==> src/rtl/conv_mdc_hwpe_if.sv <==
// conv_mdc_hwpe_if: TCDM master ports and register target port of the convolution accelerator.
// The accelerator connects through the master modport; memory and host connect through slave.
interface conv_mdc_hwpe_if #(
   parameter int MP = 2,
   parameter int ID = 10
);
   logic [MP-1:0]       tcdm_req;
   logic [MP-1:0]       tcdm_gnt;
   logic [MP-1:0][31:0] tcdm_add;
   logic [MP-1:0]       tcdm_wen;
   logic [MP-1:0][3:0]  tcdm_be;
   logic [MP-1:0][31:0] tcdm_data;
   logic [MP-1:0][31:0] tcdm_r_data;
   logic [MP-1:0]       tcdm_r_valid;
   logic                periph_req;
   logic [31:0]         periph_add;
   logic                periph_wen;
   logic [3:0]          periph_be;
   logic [31:0]         periph_data;
   logic [ID-1:0]       periph_id;
   logic                periph_gnt;
   logic [31:0]         periph_r_data;
   logic                periph_r_valid;
   logic [ID-1:0]       periph_r_id;

   modport master (
      output tcdm_req, tcdm_add, tcdm_wen, tcdm_be, tcdm_data,
      input  tcdm_gnt, tcdm_r_data, tcdm_r_valid,
      input  periph_req, periph_add, periph_wen, periph_be, periph_data, periph_id,
      output periph_gnt, periph_r_data, periph_r_valid, periph_r_id
   );

   modport slave (
      input  tcdm_req, tcdm_add, tcdm_wen, tcdm_be, tcdm_data,
      output tcdm_gnt, tcdm_r_data, tcdm_r_valid,
      output periph_req, periph_add, periph_wen, periph_be, periph_data, periph_id,
      input  periph_gnt, periph_r_data, periph_r_valid, periph_r_id
   );
endinterface

==> src/rtl/conv_mdc_hwpe.sv <==
// conv_mdc_hwpe: register-programmed 1-D integer convolution over TCDM (port 0 reads, port 1 writes).
module conv_mdc_hwpe #(
   parameter int N_CORES = 8,
   parameter int MP      = 2,
   parameter int ID      = 10
) (
   input  logic                       clk_i,
   input  logic                       rst_ni,
   input  logic                       test_mode_i,
   output logic [N_CORES-1:0][1:0]    evt_o,
   conv_mdc_hwpe_if.master            bus
);
   typedef enum logic [2:0] {IDLE, LDW_REQ, LDW_WAIT, RD_REQ, RD_WAIT, WR_REQ, DONE} state_e;

   state_e         state_q;
   logic [31:0]    x_addr_q, w_addr_q, y_addr_q, acc_q, r_data_q;
   logic [15:0]    n_out_q, i_q;
   logic [3:0]     k_reg_q, k_q;
   logic [4:0]     shift_q;
   logic [31:0]    w_q [8];
   logic           r_valid_q;
   logic [ID-1:0]  r_id_q;
   logic [3:0]     k_eff;
   logic [7:0]     a;
   logic [31:0]    d, rd_val, prod;
   logic           busy, wr, rd, last_k, last_i;
   logic [MP-1:0]       req_v, wen_v;
   logic [MP-1:0][31:0] add_v, data_v;
   logic [MP-1:0][3:0]  be_v;
   logic           unused_ok;

   assign k_eff  = k_reg_q > 4'd8 ? 4'd8 : k_reg_q;
   assign a      = bus.periph_add[7:0];
   assign d      = bus.periph_data;
   assign busy   = state_q != IDLE;
   assign wr     = bus.periph_req & ~bus.periph_wen;
   assign rd     = bus.periph_req & bus.periph_wen;
   assign last_k = k_q == k_eff - 4'd1;
   assign last_i = i_q == n_out_q - 16'd1;
   assign prod   = w_q[k_q[2:0]] * bus.tcdm_r_data[0];

   always_comb
      rd_val = a == 8'h04 ? {32{busy}} :
               a == 8'h0C ? {31'd0, busy} :
               a == 8'h40 ? x_addr_q :
               a == 8'h44 ? w_addr_q :
               a == 8'h48 ? y_addr_q :
               a == 8'h4C ? {16'd0, n_out_q} :
               a == 8'h50 ? {28'd0, k_reg_q} :
               a == 8'h54 ? {27'd0, shift_q} : 32'd0;

   always_ff @(posedge clk_i or negedge rst_ni)
      if (!rst_ni) begin
         state_q   <= IDLE;
         x_addr_q  <= '0;
         w_addr_q  <= '0;
         y_addr_q  <= '0;
         n_out_q   <= '0;
         k_reg_q   <= '0;
         shift_q   <= '0;
         acc_q     <= '0;
         i_q       <= '0;
         k_q       <= '0;
         r_valid_q <= 1'b0;
         r_id_q    <= '0;
         r_data_q  <= '0;
         for (int j = 0; j < 8; j++) w_q[j] <= '0;
      end else begin
         r_valid_q <= bus.periph_req;
         r_data_q  <= rd ? rd_val : 32'd0;
         if (bus.periph_req) r_id_q <= bus.periph_id;
         if (wr && !busy) begin
            if (a == 8'h40) x_addr_q <= d;
            if (a == 8'h44) w_addr_q <= d;
            if (a == 8'h48) y_addr_q <= d;
            if (a == 8'h4C) n_out_q  <= d[15:0];
            if (a == 8'h50) k_reg_q  <= d[3:0];
            if (a == 8'h54) shift_q  <= d[4:0];
         end
         case (state_q)
            IDLE:
               if (wr && a == 8'h00) begin
                  k_q     <= '0;
                  i_q     <= '0;
                  state_q <= (k_eff == 4'd0 || n_out_q == 16'd0) ? DONE : LDW_REQ;
               end
            LDW_REQ: if (bus.tcdm_gnt[0]) state_q <= LDW_WAIT;
            LDW_WAIT:
               if (bus.tcdm_r_valid[0]) begin
                  w_q[k_q[2:0]] <= bus.tcdm_r_data[0];
                  k_q     <= last_k ? 4'd0 : k_q + 4'd1;
                  state_q <= last_k ? RD_REQ : LDW_REQ;
               end
            RD_REQ: if (bus.tcdm_gnt[0]) state_q <= RD_WAIT;
            // first tap of every output restarts the accumulator
            RD_WAIT:
               if (bus.tcdm_r_valid[0]) begin
                  acc_q   <= (k_q == 4'd0 ? 32'd0 : acc_q) + prod;
                  k_q     <= last_k ? 4'd0 : k_q + 4'd1;
                  state_q <= last_k ? WR_REQ : RD_REQ;
               end
            WR_REQ:
               if (bus.tcdm_gnt[1]) begin
                  i_q     <= i_q + 16'd1;
                  state_q <= last_i ? DONE : RD_REQ;
               end
            default: state_q <= IDLE;
         endcase
         if (wr && a == 8'h14) state_q <= IDLE;
      end

   always_comb begin
      req_v  = '0;
      wen_v  = '0;
      be_v   = '0;
      add_v  = '0;
      data_v = '0;
      if (state_q == LDW_REQ || state_q == RD_REQ) begin
         req_v[0] = 1'b1;
         wen_v[0] = 1'b1;
         be_v[0]  = 4'hF;
         add_v[0] = state_q == LDW_REQ ? w_addr_q + (32'(k_q) << 2)
                                       : x_addr_q + ((32'(i_q) + 32'(k_q)) << 2);
      end
      if (state_q == WR_REQ) begin
         req_v[1]  = 1'b1;
         be_v[1]   = 4'hF;
         add_v[1]  = y_addr_q + (32'(i_q) << 2);
         data_v[1] = $signed(acc_q) >>> shift_q;
      end
   end

   assign bus.tcdm_req       = req_v;
   assign bus.tcdm_wen       = wen_v;
   assign bus.tcdm_be        = be_v;
   assign bus.tcdm_add       = add_v;
   assign bus.tcdm_data      = data_v;
   assign bus.periph_gnt     = bus.periph_req;
   assign bus.periph_r_data  = r_data_q;
   assign bus.periph_r_valid = r_valid_q;
   assign bus.periph_r_id    = r_id_q;
   assign evt_o              = state_q == DONE ? {N_CORES{2'b01}} : '0;
   assign unused_ok = ^{test_mode_i, bus.periph_add[31:8], bus.periph_be,
                        bus.tcdm_gnt, bus.tcdm_r_valid, bus.tcdm_r_data};
endmodule

==> src/flat_wrapper.sv <==
// flat-port wrapper written by rule: the top's interface ports become plain ports
module conv_mdc_hwpe_flat 
#(
   parameter int N_CORES = 8,
   parameter int MP      = 2,
   parameter int ID      = 10
)
  (clk_i, rst_ni, test_mode_i, evt_o, bus_tcdm_req, bus_tcdm_add, bus_tcdm_wen, bus_tcdm_be, bus_tcdm_data, bus_tcdm_gnt, bus_tcdm_r_data, bus_tcdm_r_valid, bus_periph_req, bus_periph_add, bus_periph_wen, bus_periph_be, bus_periph_data, bus_periph_id, bus_periph_gnt, bus_periph_r_data, bus_periph_r_valid, bus_periph_r_id);
  conv_mdc_hwpe_if #(.MP(MP), .ID(ID)) bus_i ();
  input  logic clk_i;
  input  logic rst_ni;
  input  logic test_mode_i;
  output logic [N_CORES-1:0][1:0] evt_o;
  output wire logic [$bits(bus_i.tcdm_req)-1:0] bus_tcdm_req;
  output wire logic [$bits(bus_i.tcdm_add)-1:0] bus_tcdm_add;
  output wire logic [$bits(bus_i.tcdm_wen)-1:0] bus_tcdm_wen;
  output wire logic [$bits(bus_i.tcdm_be)-1:0] bus_tcdm_be;
  output wire logic [$bits(bus_i.tcdm_data)-1:0] bus_tcdm_data;
  input wire logic [$bits(bus_i.tcdm_gnt)-1:0] bus_tcdm_gnt;
  input wire logic [$bits(bus_i.tcdm_r_data)-1:0] bus_tcdm_r_data;
  input wire logic [$bits(bus_i.tcdm_r_valid)-1:0] bus_tcdm_r_valid;
  input wire logic [$bits(bus_i.periph_req)-1:0] bus_periph_req;
  input wire logic [$bits(bus_i.periph_add)-1:0] bus_periph_add;
  input wire logic [$bits(bus_i.periph_wen)-1:0] bus_periph_wen;
  input wire logic [$bits(bus_i.periph_be)-1:0] bus_periph_be;
  input wire logic [$bits(bus_i.periph_data)-1:0] bus_periph_data;
  input wire logic [$bits(bus_i.periph_id)-1:0] bus_periph_id;
  output wire logic [$bits(bus_i.periph_gnt)-1:0] bus_periph_gnt;
  output wire logic [$bits(bus_i.periph_r_data)-1:0] bus_periph_r_data;
  output wire logic [$bits(bus_i.periph_r_valid)-1:0] bus_periph_r_valid;
  output wire logic [$bits(bus_i.periph_r_id)-1:0] bus_periph_r_id;
  assign bus_tcdm_req = bus_i.tcdm_req;
  assign bus_tcdm_add = bus_i.tcdm_add;
  assign bus_tcdm_wen = bus_i.tcdm_wen;
  assign bus_tcdm_be = bus_i.tcdm_be;
  assign bus_tcdm_data = bus_i.tcdm_data;
  assign bus_i.tcdm_gnt = bus_tcdm_gnt;
  assign bus_i.tcdm_r_data = bus_tcdm_r_data;
  assign bus_i.tcdm_r_valid = bus_tcdm_r_valid;
  assign bus_i.periph_req = bus_periph_req;
  assign bus_i.periph_add = bus_periph_add;
  assign bus_i.periph_wen = bus_periph_wen;
  assign bus_i.periph_be = bus_periph_be;
  assign bus_i.periph_data = bus_periph_data;
  assign bus_i.periph_id = bus_periph_id;
  assign bus_periph_gnt = bus_i.periph_gnt;
  assign bus_periph_r_data = bus_i.periph_r_data;
  assign bus_periph_r_valid = bus_i.periph_r_valid;
  assign bus_periph_r_id = bus_i.periph_r_id;
  conv_mdc_hwpe #(.N_CORES(N_CORES), .MP(MP), .ID(ID)) u_core (.clk_i(clk_i), .rst_ni(rst_ni), .test_mode_i(test_mode_i), .evt_o(evt_o), .bus(bus_i));
endmodule
==> config.mk <==
export PLATFORM = sky130hd
export DESIGN_NAME = conv_mdc_hwpe_flat
export DESIGN_NICKNAME = d
export VERILOG_FILES = /design/src/rtl/conv_mdc_hwpe_if.sv /design/src/rtl/conv_mdc_hwpe.sv /design/src/flat_wrapper.sv
export SDC_FILE = /design/constraint.sdc
export NUM_CORES = 2
export LEC_CHECK = 0
export ABC_AREA = 1
export ABC_CLOCK_PERIOD_IN_PS = 17700
export CAP_MARGIN = 20
export CORE_MARGIN = 4
export CORE_UTILIZATION = 50
export DETAILED_ROUTE_END_ITERATION = 8
export PLACE_DENSITY = 0.76
export SETUP_SLACK_MARGIN = 0.1
export SYNTH_ARGS = -nofsm -noshare
export SYNTH_HDL_FRONTEND = slang
export SYNTH_SLANG_ARGS = --single-unit
==> constraint.sdc <==
create_clock -name clk_i -period 17.7 [get_ports clk_i]
set_input_delay 2.655 -clock clk_i [delete_from_list [all_inputs] [get_ports clk_i]]
set_output_delay 2.655 -clock clk_i [all_outputs]
set_load 0.005 [all_outputs]
== Word-level counts from Yosys, hierarchy flattened ==
Index checks and enable logic that the tools add are counted.

* Add/subtract/negate cells: 9
* Multiply operators: 1
* $lt $le $gt $ge: 3
* Equal/unequal tests: 26
* Shift-type cells: 1
* Mux-type cells: 45
* Bitwise gates (word level): 4
* Reductions and logical operators: 27

{| class="wikitable"
|+ Operators with widths
! cell !! count
|-
| two-way mux 32 bit || 16
|-
| bitwise mux 256 bit || 1
|-
| binary-select mux 32 bit (select 3 bit) || 1
|-
| demux 32 bit (select 3 bit) || 1
|-
| adder 32 bit || 2
|-
| == test 8 x 7 -> 1 bit (second input constant) || 6
|-
| adder 32 x 18 -> 32 bit || 1
|-
| adder 32 x 6 -> 32 bit || 1
|-
| multiplier 32 x 32 -> 32 bit || 1
|-
| two-way mux 16 bit || 2
|-
| case mux 16 bit (2 select lines) || 1
|-
| >>> shifter 32 x 5 -> 32 bit || 1
|-
| two-way mux 3 bit || 10
|-
| two-way mux 4 bit || 6
|-
| case mux 3 bit (6 select lines) || 1
|-
| adder 16 x 4 -> 17 bit || 1
|-
| adder 16 x 1 -> 16 bit (second input constant) || 1
|-
| == test 16 bit || 1
|-
| zero test 16 bit || 1
|-
| AND reduction 2 bit || 8
|-
| subtractor 16 x 1 -> 16 bit (second input constant) || 1
|-
| two-way mux 15 bit || 1
|-
| != test 3 x 2 -> 1 bit (second input constant) || 5
|-
| == test 3 bit (second input constant) || 3
|-
| other kinds (32) || 43
|}

* Register bits after elaboration: 475
* Output and inout bits: 200
* Logic and storage cells: 137

== Depth between registers and ports, before layout ==
* Depth in word-level cells: 10
* Mapped depth: 44
* Gate-level depth less buffers: 42

== Worst setup path before layout ==
Ideal clock, no wire load.

* Kind: input port to flip-flop
* Start: input bus_tcdm_r_data[0]
* End: register u_core.acc_q[29]
* Setup time: 117 ps
* Arrival time: 9047 ps
* Required time: 17583 ps
* Slack: 8535 ps
* Cell stages on the path: 26
* Cell sequence: clkbuf_1 > clkbuf_1 > nand2_1 > fa_1 > fa_1 > inv_1 > fa_1 > inv_1 > fa_1 > inv_1 > fa_1 > fa_1 > inv_1 > fa_1 > fa_1 > inv_1 > ha_1 > a21oi_1 > o21a_1 > nand2_1 > a21oi_1 > o21ai_0 > a31oi_1 > or2_2 > nand3_1 > nand2_1

* Cells in the longest elaborated chain, start to end: 2

{| class="wikitable"
|+ Ends and longest elaborated chain
! item !! line !! RTL
|-
| start: declaration || flat_wrapper.sv:20 || <nowiki>input wire logic [$bits(bus_i.tcdm_r_data)-1:0] bus_tcdm_r_data;</nowiki>
|-
| multiplier 32 x 32 -> 32 bit || conv_mdc_hwpe.sv:40 || <nowiki>assign prod = w_q[k_q[2:0]] * bus.tcdm_r_data[0];</nowiki>
|-
| adder 32 bit || conv_mdc_hwpe.sv:98 || <nowiki>acc_q <= (k_q == 4'd0 ? 32'd0 : acc_q) + prod;</nowiki>
|-
| end signal: assignment || conv_mdc_hwpe.sv:98 ||
|-
| end: declaration || conv_mdc_hwpe.sv:16 || <nowiki>logic [31:0] x_addr_q, w_addr_q, y_addr_q, acc_q, r_data_q;</nowiki>
|}

No other way between the ends.
A chain may end at the register's enable or synchronous reset.

== Worst setup path after layout ==
* Start: input bus_tcdm_r_data[4]
* End: register u_core.acc_q[31]

Same word-level chain as after synthesis.

==> flow_metrics.env <==
export IMPL_status="completed"
export IMPL_rows=108
export IMPL_h_tree_depth=2
export IMPL_grt_overflow_total=0
export IMPL_critical_path_top_delay_family="adder cells"
export IMPL_finalSetupViolations=0
export IMPL_fillers=7846
export IMPL_clk_transition_reported_paths_ps=60
export IMPL_start_util=0.503
export IMPL_drive_gt1_frac=0.0447
export IMPL_synth_area_um2=43600
export IMPL_place_congestion=1.01
export IMPL_period_minus_slack_ps=10520
export IMPL_die_h_um=303
export IMPL_start_kind="primary input"
export IMPL_drc=0
export IMPL_synth_compound_area_frac=0.118
export IMPL_ios=351
export IMPL_vias=38685
export IMPL_wl_per_cell_um=19.7
export IMPL_synthArstFlopShare=1.00
export IMPL_synth_top_family_by_area="adder cells"
export IMPL_required_ps=18240
export IMPL_worst_setup_path_end_kind="flop"
export IMPL_synth_cells=5763
export IMPL_cts_resized_gates=0
export IMPL_via_per_inst=5.50
export IMPL_synth_top_cell_area_share=0.273
export IMPL_synthXorXnorAreaFrac=0.0231
export IMPL_clock_skew_ps=39.3
export IMPL_cts_num_sinks=475
export IMPL_synthMuxAreaShare=0.00115
export IMPL_drv_slew=0
export IMPL_tightest_slew_ps=1200
export IMPL_crit_buf_inv=9
export IMPL_fp_dieW_um=303
export IMPL_max_freq_mhz=95.0
export IMPL_synthDistinctLibCells=68
export IMPL_detail_route_antenna_nets=0
export IMPL_finalHoldViolations=0
export IMPL_synth_most_common_cell="nand2_1"
export IMPL_firstDrtPassIters=8
export IMPL_cts_buffers=55
export IMPL_dieArea_um2=92000
export IMPL_ys_seq_area_frac=0.273
export IMPL_slowest_stage="inv_1"
export IMPL_cts_root_buf="clkbuf_16"
export IMPL_syn_area_per_cell_um2=7.56
export IMPL_setup_tns_ps=0
export IMPL_cp_arrival_ps=11060
export IMPL_criticalPathCategory="in2reg"
export IMPL_hpwl_um=102000
export IMPL_antenna_found_initial=0
export IMPL_drv_cap=0
export IMPL_routed_wl_um=139000
export IMPL_crit_fanout=23
export IMPL_drt_initial_drc_count=3704
export IMPL_clockBufferDepth=3
export IMPL_coreArea_um2=86600
export IMPL_post_cts_repair_setup_buffers=0
export IMPL_hold_class="reg2reg"
export IMPL_rsz0062_at_grt="false"
export IMPL_max_slew_margin_rel=0.196
export IMPL_tritoncts="built"
export IMPL_fin_crit_sh=0.594
export IMPL_nets=6599
export IMPL_cts_hold_buf=0
export IMPL_grt_max_degree=180
export IMPL_synth_commonest_cells="1376 x nand2_1, 936 x inv_1, 639 x nor2_1"
export IMPL_cpMostUsedCell="inv_1"
export IMPL_grt_usage=0.303
export IMPL_synthAdderAreaFrac=0.252
export IMPL_ys_seq_elements=475
export IMPL_io_buffers=247
export IMPL_syn_to_final_growth_pct=11.5
export IMPL_grt_first_pass_wirelength_um=216000
export IMPL_yosys_warnings=0
export IMPL_cpPeakStageDelay_ps=980
export IMPL_synth_flop_cell="dfrtp_1"
export IMPL_synth_top_area_cell="dfrtp_1"
export IMPL_yosys_area_share_simple=0.213
export IMPL_first_global_vias=38469
export IMPL_synth_edf_count=0
export IMPL_clkLatencyLatePin_ps=650
export IMPL_synth_area_leaders="dfrtp_1 27%, fa_1 20%, nand2_1 12%, inv_1 8.1%, o21ai_0 5.6%"
-- layer usage --
metal / up-vias / GRT usage / routed length (um)
met5: - / 0 / 0
met4: 0 / 0.170 / 9330
met3: 446 / 0.0510 / 12800
met2: 1990 / 0.493 / 63800
met1: 18438 / 0.386 / 53000
li1: 17811 / - / -
-- worst min-delay path: cells and delay by family, from the launching register on --
kind             cells  cell delay, ps
AND/OR/NAND/NOR      2             100
flip-flops           1             340
-- cells in the final DEF, fill, tap and decap left out, types with 13 or more instances in the layout --
master / n
clkinv_1: 14
nor3_1: 45
clkbuf_16: 55
fa_1: 442
or2_2: 23
nand4_1: 15
nand2_1: 1373
nand3_1: 143
dfrtp_1: 472
conb_1: 41
clkinv_2: 13
o21ai_0: 485
inv_1: 935
xor2_1: 79
o22ai_1: 43
o211ai_1: 14
clkbuf_8: 13
o21ai_1: 30
nand2_2: 21
buf_4: 55
clkdlybuf4s50_1: 246
nor2_1: 627
xnor2_1: 36
ha_1: 170
a21oi_1: 298
-- layout make-up --
| class | count | area, um^2 | area share |
|---|---|---|---|
| antenna | 2 | 5.00 | 0.000103 |
| clock buffer | 76 | 1590 | 0.0326 |
| clock inverter | 28 | 349 | 0.00718 |
| inverter | 961 | 3610 | 0.0744 |
| multi-input combinational | 4036 | 26700 | 0.549 |
| sequential | 475 | 11900 | 0.245 |
| tap | 1155 | 1450 | 0.0297 |
| timing repair buffer | 307 | 3010 | 0.0618 |
-- logic make-up after synthesis --
logic type,Yosys count
AOI/OAI and AO/OA,955
other,1
DFF,475
muxes,5
buffers and inverters,1292
and+or+nand+nor,2308
xor gates and xnor gates,115
adders and majority gates,612
-- metrics by stage --
step / instances / cell area, um^2 / hold WS, ps / setup slack, ps / utilization
global placement: 6930 / 46600 / 455 / 6750 / 0.538
floorplan: 5803 / 43700 / 453 / 8540 / -
finish: 7040 / 48600 / 472 / 7180 / 0.561
detailed placement: 6930 / 46600 / 457 / 6730 / 0.538
CTS: 7034 / 48500 / 473 / 7350 / 0.560
global route: 7038 / 48600 / 503 / 6670 / 0.561
-- flip-flops by register name, summed over array words and instances (netlist names), 16 cells and up --
register / cells
u_core.w_addr_q: 32
u_core.bus.periph_r_data: 32
u_core.w_q: 256
u_core.acc_q: 32
u_core.n_out_q: 16
u_core.y_addr_q: 32
u_core.x_addr_q: 32
u_core.i_q: 16
-- worst paths after layout --
path / depth (start not counted) / slack, ps / end / start
hold reg to reg: 2 / 470 / u_core.bus.periph_r_id[0] / u_core.bus.periph_r_id[0]
setup reg to reg: 39 / 7200 / u_core.acc_q[31] / u_core.k_q[0]
hold / removal: 2 / 470 / u_core.bus.periph_r_id[0] / u_core.bus.periph_r_id[0]
max in group asynchronous: 4 / 12620 / u_core.w_q[11] / rst_ni
setup / recovery: 33 / 7180 / u_core.acc_q[31] / bus_tcdm_r_data[4]
min in group asynchronous: 1 / 2060 / u_core.bus.periph_r_id[1] / rst_ni
Power is left out: the tool's default activity adds up to more than one toggle a clock period on the data nets, which glitch-free logic cannot reach.
